**config.mk**
```make
export PLATFORM = sky130hd
export DESIGN_NAME = merge_output_drain
export DESIGN_NICKNAME = d
export VERILOG_FILES = /design/src/rtl/merge_output_drain.sv
export SDC_FILE = /design/constraint.sdc
export NUM_CORES = 1
export LEC_CHECK = 0
export ABC_AREA = 1
export CAP_MARGIN = 20
export CORE_MARGIN = 2
export CORE_UTILIZATION = 45
export CTS_BUF_LIST = sky130_fd_sc_hd__clkbuf_16
export CTS_CLUSTER_SIZE = 24
export DETAILED_ROUTE_END_ITERATION = 7
export PLACE_DENSITY = 0.7
export RECOVER_POWER = 25
export SETUP_SLACK_MARGIN = 0.05
export SLEW_MARGIN = 10
export SYNTH_ARGS = -nofsm -noshare
export SYNTH_HDL_FRONTEND = slang
export SYNTH_SLANG_ARGS = --single-unit
```
**constraint.sdc**
```tcl
create_clock -name clk -period 2.47 [get_ports clk]
set_input_delay 0.247 -clock clk [delete_from_list [all_inputs] [get_ports clk]]
set_output_delay 0.247 -clock clk [all_outputs]
set_load 0.03 [all_outputs]
```
**src/rtl/merge_output_drain.sv**
```systemverilog
// Output stage of the two-list merge core: pops the merge FIFO (non-FWFT),
// buffers words in a 2-entry skid FIFO and presents them as a valid/ready
// stream with a last marker. It also counts accepted words and flags any
// descending pair of captured words.
module merge_output_drain #(
  parameter int DATA_W = 32,
  parameter int CNT_W  = 16
) (
  input  logic              clk,
  input  logic              reset_n,
  input  logic              start,
  input  logic [CNT_W-1:0]  total_len,
  input  logic              fifo_empty_merge,
  input  logic [DATA_W-1:0] fifo_rd_data_merge,
  output logic              fifo_rd_en_merge,
  output logic [DATA_W-1:0] m_data,
  output logic              m_valid,
  input  logic              m_ready,
  output logic              m_last,
  output logic [CNT_W-1:0]  word_count,
  output logic              order_error,
  output logic              drain_done
);

  typedef enum logic [1:0] {
    S_IDLE  = 2'd0,
    S_DRAIN = 2'd1,
    S_DONE  = 2'd2
  } state_t;

  state_t            state_q, state_d;
  logic [CNT_W-1:0]  len_q, len_d;
  logic [CNT_W-1:0]  issued_q, issued_d;
  logic [CNT_W-1:0]  captured_q, captured_d;
  logic [CNT_W-1:0]  wcnt_q, wcnt_d;
  logic              err_q, err_d;
  logic              inflight_q, inflight_d;
  logic              rd_ptr_q, rd_ptr_d;
  logic              wr_ptr_q, wr_ptr_d;
  logic [1:0]        occ_q, occ_d;
  logic              have_prev_q, have_prev_d;
  logic [DATA_W-1:0] prev_q, prev_d;
  logic [DATA_W-1:0] buf0_q, buf0_d;
  logic [DATA_W-1:0] buf1_q, buf1_d;

  logic              pop;
  logic              issue;
  logic              last_word;
  logic [1:0]        occ_after_pop;
  logic [1:0]        slots_used;

  // Handshake and read-issue decisions; occupancy is judged after this cycle's pop
  always_comb begin
    pop           = (occ_q != 2'd0) && m_ready;
    occ_after_pop = occ_q - {1'b0, pop};
    slots_used    = occ_after_pop + {1'b0, inflight_q};
    issue         = (state_q == S_DRAIN) && !fifo_empty_merge &&
                    (issued_q < len_q) && (slots_used <= 2'd1);
    last_word     = (wcnt_q == len_q - CNT_W'(1));
  end

  assign fifo_rd_en_merge = issue;
  assign m_valid          = (occ_q != 2'd0);
  assign m_data           = rd_ptr_q ? buf1_q : buf0_q;
  assign m_last           = m_valid && last_word;
  assign word_count       = wcnt_q;
  assign order_error      = err_q;
  assign drain_done       = (state_q == S_DONE);

  // Next-state logic: skid buffer bookkeeping, order check and FSM transitions
  always_comb begin
    state_d     = state_q;
    len_d       = len_q;
    issued_d    = issued_q;
    captured_d  = captured_q;
    wcnt_d      = wcnt_q;
    err_d       = err_q;
    inflight_d  = issue;
    rd_ptr_d    = rd_ptr_q;
    wr_ptr_d    = wr_ptr_q;
    occ_d       = occ_q - {1'b0, pop} + {1'b0, inflight_q};
    have_prev_d = have_prev_q;
    prev_d      = prev_q;
    buf0_d      = buf0_q;
    buf1_d      = buf1_q;

    if (issue) begin
      issued_d = issued_q + CNT_W'(1);
    end

    if (pop) begin
      rd_ptr_d = ~rd_ptr_q;
      wcnt_d   = wcnt_q + CNT_W'(1);
    end

    // The FIFO dout is valid the cycle after rd_en; capture it into the tail
    if (inflight_q) begin
      if (wr_ptr_q) begin
        buf1_d = fifo_rd_data_merge;
      end else begin
        buf0_d = fifo_rd_data_merge;
      end
      wr_ptr_d    = ~wr_ptr_q;
      captured_d  = captured_q + CNT_W'(1);
      if (have_prev_q && (fifo_rd_data_merge < prev_q)) begin
        err_d = 1'b1;
      end
      prev_d      = fifo_rd_data_merge;
      have_prev_d = 1'b1;
    end

    case (state_q)
      S_IDLE: begin
        if (start) begin
          len_d       = total_len;
          issued_d    = '0;
          captured_d  = '0;
          wcnt_d      = '0;
          err_d       = 1'b0;
          have_prev_d = 1'b0;
          rd_ptr_d    = 1'b0;
          wr_ptr_d    = 1'b0;
          occ_d       = 2'd0;
          state_d     = (total_len == '0) ? S_DONE : S_DRAIN;
        end
      end
      S_DRAIN: begin
        if (pop && last_word) begin
          state_d = S_DONE;
        end
      end
      S_DONE: begin
        if (!start) begin
          state_d = S_IDLE;
        end
      end
      default: state_d = S_IDLE;
    endcase
  end

  // Control registers with synchronous active-low reset
  always_ff @(posedge clk) begin
    if (!reset_n) begin
      state_q     <= S_IDLE;
      len_q       <= '0;
      issued_q    <= '0;
      captured_q  <= '0;
      wcnt_q      <= '0;
      err_q       <= 1'b0;
      inflight_q  <= 1'b0;
      rd_ptr_q    <= 1'b0;
      wr_ptr_q    <= 1'b0;
      occ_q       <= 2'd0;
      have_prev_q <= 1'b0;
    end else begin
      state_q     <= state_d;
      len_q       <= len_d;
      issued_q    <= issued_d;
      captured_q  <= captured_d;
      wcnt_q      <= wcnt_d;
      err_q       <= err_d;
      inflight_q  <= inflight_d;
      rd_ptr_q    <= rd_ptr_d;
      wr_ptr_q    <= wr_ptr_d;
      occ_q       <= occ_d;
      have_prev_q <= have_prev_d;
    end
  end

  // Data registers carry no reset; occupancy and have_prev qualify them
  always_ff @(posedge clk) begin
    prev_q <= prev_d;
    buf0_q <= buf0_d;
    buf1_q <= buf1_d;
  end

endmodule
```
==> results of run 1 <==
what timing repair did:
| item | in CTS | in global routing |
|---|---|---|
| endpoints found under the setup margin | 13 | 18 |
| gates resized for setup | 19 | 27 |
| gates cloned | 0 | 1 |
| pin swaps | 5 | 10 |
| setup buffers | 3 | 2 |
worst register-to-register path: stages (launching register included):
cell      delay, ps
dfxtp_2         330
nor2_4          110
inv_2            40
nand2_2          60
inv_2            50
ha_4            250
inv_2            40
ha_4            160
xnor2_4         140
xor2_2          190
o2111a_1        250
nand2_4          90
buf_4           140
buf_6           120
buf_12          130
or2_0           190
a21oi_1         110
Yosys cell counts (2+ instances only):
library cell / number
nand2_1: 127
inv_1: 97
edfxtp_1: 96
nor2_1: 70
a21oi_1: 57
dfxtp_1: 57
ha_1: 53
mux2_2: 32
nand3_1: 32
o21ai_0: 32
xor2_1: 17
clkbuf_1: 11
nand2_2: 9
nand4_1: 9
nor3_1: 9
nor2_2: 6
nor4_1: 6
inv_2: 5
xnor2_1: 5
nor2_4: 4
or2_0: 4
nand3_2: 3
nand3b_1: 3
nor3_2: 3
o21a_1: 3
o21ai_1: 3
a211oi_1: 2
registers in the layout, summed over array words and instances (netlist names), 2 cells and up:
name	cells
buf0_q	32
buf1_q	32
prev_q	32
issued_q	16
len_q	16
word_count	16
occ_q	2
state_q	2
final cells by class:
| type | count | area, sq um | area share |
|---|---|---|---|
| clock inverters | 15 | 228 | 0.0230 |
| flip-flops and latches | 153 | 4030 | 0.407 |
| multi-input cells | 501 | 3250 | 0.328 |
| inverters | 103 | 397 | 0.0401 |
| repair buffers | 125 | 1290 | 0.131 |
| well taps | 220 | 275 | 0.0278 |
| clock buffers | 17 | 425 | 0.0430 |
layout by cell type (no fill, tap or decap), types with 5 or more instances in the layout:
cell type,netlist,final
nor3_1,9,9
xor2_1,17,16
buf_12,0,5
dlygate4sd3_1,0,24
clkdlybuf4s50_1,0,79
inv_6,0,7
edfxtp_1,96,96
nor2_2,6,8
nand2_1,127,126
nor4_1,6,6
nand2_2,9,10
dfxtp_1,57,52
inv_2,5,8
nand3_1,32,27
mux2_2,32,32
buf_6,1,5
inv_1,97,93
nor2_1,70,65
clkbuf_16,0,18
nand4_1,9,9
o21ai_0,32,30
buf_4,0,11
nor2_4,4,7
ha_1,53,50
a21oi_1,57,54
nand3_2,3,8
cell families (layout without fill, tap and decap cells):
logic type | count (synthesis) | count (layout) | synth area share
flops | 153 | 153 | 0.530
simple gates | 290 | 290 | 0.177
buf+inv | 116 | 260 | 0.0589
compound gates | 104 | 104 | 0.0734
xor+xnor | 22 | 22 | 0.0254
mux | 32 | 32 | 0.0475
fa+ha+maj | 53 | 53 | 0.0874
power by group through the flow:
| stage | Clock [mW] | Combinational (mW) | Sequential (mW) |
|---|---|---|---|
| after CTS | 2.89 | 0.849 | 2.83 |
| after detailed placement | 0 | 0.819 | 2.89 |
| after global placement | 0 | 0.806 | 2.88 |
| final | 2.85 | 0.862 | 2.83 |
| after global routing | 2.98 | 0.969 | 2.84 |
| after floorplan | 0 | 0.512 | 2.88 |
final timing paths:
check	start	end	slack, ps	depth (start not counted)
max	occ_q[0]	fifo_rd_en_merge	-100	13
min	order_error	order_error	470	2
max reg2reg	occ_q[0]	issued_q[0]	-20	16
min reg2reg	order_error	order_error	470	2
per-layer routing:
layer	vias to the layer above	part of all wire	GRT usage
met4	0	0.017	0.0674
li1	2872	-	-
met1	2611	0.46	0.238
met2	138	0.49	0.320
met3	31	0.040	0.0355
met5	-	0	0
metrics by stage:
| stage | std cells | hold slack (ps) | TNS, ps |
|---|---|---|---|
| 6_report | 1134 | 466 | -119 |
| 5_1_grt | 1134 | 480 | -1120 |
| 4_1_cts | 1131 | 463 | -326 |
| 3_5_place_dp | 1096 | 458 | -1920 |
| 3_3_place_gp | 1096 | 452 | -1480 |
| 2_1_floorplan | 770 | 346 | 0 |
==> results.yml, run 1 <==
outcome:
  status: "finished with violations"
  violations: "negative setup slack"
global_routing:
  grt_antenna_before_repair: 0
  grt_pass1_vias: 5538
  grt_overflow: 0
  grt_start_max_net_pins: 37
  grt_pass1_wl_mm: 26.5
  gr-usage-all-layers: 0.187
flow_run:
  maxCapViolCount: 0
drt:
  ant_nets: 0
  wirelength_mm: 16.1
  drtPass1Iterations: 4
  wl_per_cell_microns: 14.2
  drt_iter0_markers: 325
  drc: 0
  vias_per_cell: 4.98
  dr_total_vias: 5652
synth:
  yosys.area.top_type: "edfxtp_1"
  ys_warn_count: 0
  synth_ff_type: "edfxtp_1"
  netlist_area_sq_mm: 0.00759
  async_flop_share: 0
  ys_seq_area_frac: 0.530
  ys_top_cells_by_area: "edfxtp_1 38%, dfxtp_1 15%, ha_1 8.7%"
  synth_edf_count: 96
  ys_types: 42
  synth_fp_nets: 876
  synth_top_area_frac: 0.380
  syn_avg_cell_area_sq_um: 9.85
  syn_inst: 770
  synth_seq_cells: 153
clock_network:
  cts_tree: "yes"
  clock_latency_ps: 430
  clkTransAtPathRegs_ps: 70
  root_buffer: "clkbuf_16"
  hold_buffers: 0
  cts_buffers: 17
  clock_tree.buffer_depth: 2
  htreeDepth: 4
  clock_sinks: 153
cells_and_area:
  drive_gt1_frac: 0.165
  num-nets-final: 1007
  fin_area_sq_mm: 0.00990
  syn_to_final_growth_pct: 30.5
  postLayoutCoreUtil: 0.599
  fillers: 1380
  antenna_cells: 0
sta:
  slew_viol_final: 0
  final_hold_viol_count: 0
  fmax_mhz: 389
  post-route-period-util: 1.04
  rsz0062_at_grt: "yes"
  setup_viol: 2
  period_needed_ps: 2570
  relSlewSlack: 0.422
  finClkSkew_ps: 9.12
  setup_ws_ps: -104
  tightest_slew_ps: 867
critical_path:
  cp-end-kind: "output pin"
  cp_slowest_cell: "dfxtp_2"
  crit_fanout: 3
  worstPathArrival_ps: 2330
  crit_path_cell_trace: "nor2_4 > inv_2 > nand2_2 > inv_2 > ha_4 > inv_2 > ha_4 > xnor2_4 > xor2_2 > o2111a_1 > nand2_4 > clkinv_4 > buf_6"
  worstSetupPathType: "reg -> out"
  max_stage_delay_ps: 330
  worstPathRequired_ps: 2220
  startpoint_type: "register"
  crit_family: "adder cells"
  crit_buf_inv: 5
  crit_path_frequent_cell: "inv_2"
power:
  ir_worst_vdd_uv: 480
  power_mw: 6.55
  switching_share: 0.254
  cellPowerDensity_mw_per_mm2: 661
  p_clk_frac: 0.435
  p_int_mw: 4.88
  switchingPower_mw: 1.66
  leakage_nw: 3.87
  seq_power_share: 0.433
  power_frac_comb: 0.132
floorplanning:
  die_height_microns: 134
  core_area_sq_mm: 0.0165
  die_area_sq_mm: 0.0179
  initial_core_util: 0.459
  pin_count: 106
  dieWidth_microns: 134
  fp-row-count: 47
hold_path:
  hold_path.class: "reg -> reg"
placement:
  place_congestion: 0.899
  place_area_sq_mm: 0.00902
  hpwl_mm: 11.4
  post-place-ws_ps: -164
  io_buffers: 105
No activity file was read; power rests on OpenSTA's default activity.
==> run 2, diff against run 1 <==
--- a/config.mk
+++ b/config.mk
@@ -19,3 +19,4 @@
 export SYNTH_ARGS = -nofsm -noshare
 export SYNTH_HDL_FRONTEND = slang
 export SYNTH_SLANG_ARGS = --single-unit
+export TNS_END_PERCENT = 10
==> run 2 against run 1 <==
  * The run still ends with negative setup slack left
  * Hold slack worse by 4.8 ps
  * Sequential power about the same
  * Global-route usage unchanged
  * Combinational power down 2.3%
  * Clock power about the same
  * Setup slack better by 0.57 ps
  * Register-to-register slack better by 100 ps
  * First-iteration DRC count up 4.3%
  * Non-clock buffer count down 2
  * Clock skew up 3.6 ps
  * Cell count down 0.18%
  * Largest cell class unchanged
==> results.yml, run 2 (same netlist as run 1, synthesis figures left out) <==
outcome:
  status: "finished with violations"
  violations: "negative setup slack"
cells_and_area:
  final_cells: 1132
  drive_gt1_frac: 0.150
  final_cell_mix: "127 x nand2_1, 96 x edfxtp_1, 94 x inv_1"
  antenna_cells: 0
  fillers: 1392
  num-nets-final: 1005
  final_common_cell: "nand2_1"
  syn_to_final_growth_pct: 29.1
  largestRegisters: "buf0_q: 32 flops, buf1_q: 32 flops, prev_q: 32 flops"
  postLayoutCoreUtil: 0.593
drt:
  wl_per_cell_microns: 14.1
  vias_per_cell: 4.96
  wirelength_mm: 15.9
  drt_iter0_markers: 339
  drtPass1Iterations: 4
  drc: 0
  dr_total_vias: 5620
  ant_nets: 0
placement:
  dp.cells: 1096
  place_congestion: 0.899
  post-place-ws_ps: -164
  io_buffers: 105
  hpwl_mm: 11.4
sta:
  period_needed_ps: 2570
  setup_viol: 1
  post-route-period-util: 1.04
  slew_viol_final: 0
  whs_ps: 461
  final_hold_viol_count: 0
  rsz0062_at_grt: "yes"
  finClkSkew_ps: 12.7
  relSlewSlack: 0.457
  tightest_slew_ps: 814
  fmax_mhz: 389
  setup_ws_ps: -103
clock_network:
  cts_tree: "yes"
  clock_tree.buffer_depth: 2
  clock_latency_ps: 430
  clkTransAtPathRegs_ps: 60
  clock_sinks: 153
  root_buffer: "clkbuf_16"
  hold_buffers: 0
  cts_buffers: 17
  htreeDepth: 4
power:
  p_int_mw: 4.87
  cellPowerDensity_mw_per_mm2: 666
  power_mw: 6.52
  switching_share: 0.254
  p_clk_frac: 0.437
  power_frac_comb: 0.129
  leakage_nw: 3.85
  switchingPower_mw: 1.65
  ir_worst_vdd_uv: 480
  seq_power_share: 0.434
global_routing:
  gr-usage-all-layers: 0.187
  grt_pass1_vias: 5536
  grt_pass1_wl_mm: 26.6
  grt_start_max_net_pins: 37
  grt_overflow: 0
  grt_antenna_before_repair: 0
hold_path:
  whs_path_depth: 3
  hold_path.class: "in -> reg"
critical_path:
  cp-end-kind: "output pin"
  worstPathArrival_ps: 2330
  worstPathRequired_ps: 2220
  r2r_cells: 15
  rrSetupSlack_ps: 80
  startpoint_type: "register"
  crit_fanout: 3
  worstSetupPathType: "reg -> out"
floorplanning:
  pin_count: 106
  fp-row-count: 47
  initial_core_util: 0.459
  die_area_sq_mm: 0.0179
  dieWidth_microns: 134
  die_height_microns: 134
  core_area_sq_mm: 0.0165
flow_run:
  maxCapViolCount: 0
## run 2: area by class of cell
type,instances,area (sq um),area share
clock inverters,15,228,0.0232
multi-input cells,501,3200,0.326
well taps,220,275,0.0281
clock buffers,17,425,0.0434
flip-flops and latches,153,4030,0.411
inverters,103,394,0.0402
repair buffers,123,1250,0.127
## run 2: metal layers
metal  vias to the layer above  share of wire  track usage
li1                       2864              -            -
met3                        21          0.038       0.0355
met5                         -              0            0
met1                      2598           0.46        0.238
met4                         0          0.017       0.0674
met2                       137           0.48        0.320
## run 2: timing repair
item | CTS | global route
setup buffers | 3 | 1
resized for setup | 14 | 11
cloned | 0 | 0
setup endpoints to repair | 13 | 18
pin swaps | 5 | 9
## run 2: critical path, cell delays in order, from the launching register on
cell      delay [ps]
dfxtp_2          330
nor2_4           110
inv_2             40
nand2_2           60
inv_2             50
ha_4             250
inv_2             40
ha_4             160
xnor2_4          140
xor2_2           190
o2111a_1         250
nand2_4           80
clkinv_4          50
buf_6            120
## run 2: final timing paths
check	endpoint	startpoint
worst min register to register	order_error	order_error
worst min-delay path	state_q[1]	start
worst max register to register	issued_q[0]	occ_q[0]
worst max-delay path	fifo_rd_en_merge	occ_q[0]
## run 2: metrics by stage
| stage | TNS, ps | cell area, sq um |
|---|---|---|
| 2_1_floorplan | 0 | 7590 |
| 3_3_place_gp | -1480 | 9020 |
| 3_5_place_dp | -1920 | 9020 |
| 4_1_cts | -392 | 9740 |
| 5_1_grt | -550 | 9800 |
| 6_report | -103 | 9800 |
## run 2: power groups by stage
stage / logic (mW) / registers, mW / clock network [mW]
after floorplan: 0.512 / 2.88 / 0
after global placement: 0.806 / 2.88 / 0
after detailed placement: 0.819 / 2.89 / 0
after CTS: 0.842 / 2.83 / 2.89
after global routing: 0.949 / 2.84 / 2.98
final: 0.842 / 2.83 / 2.85
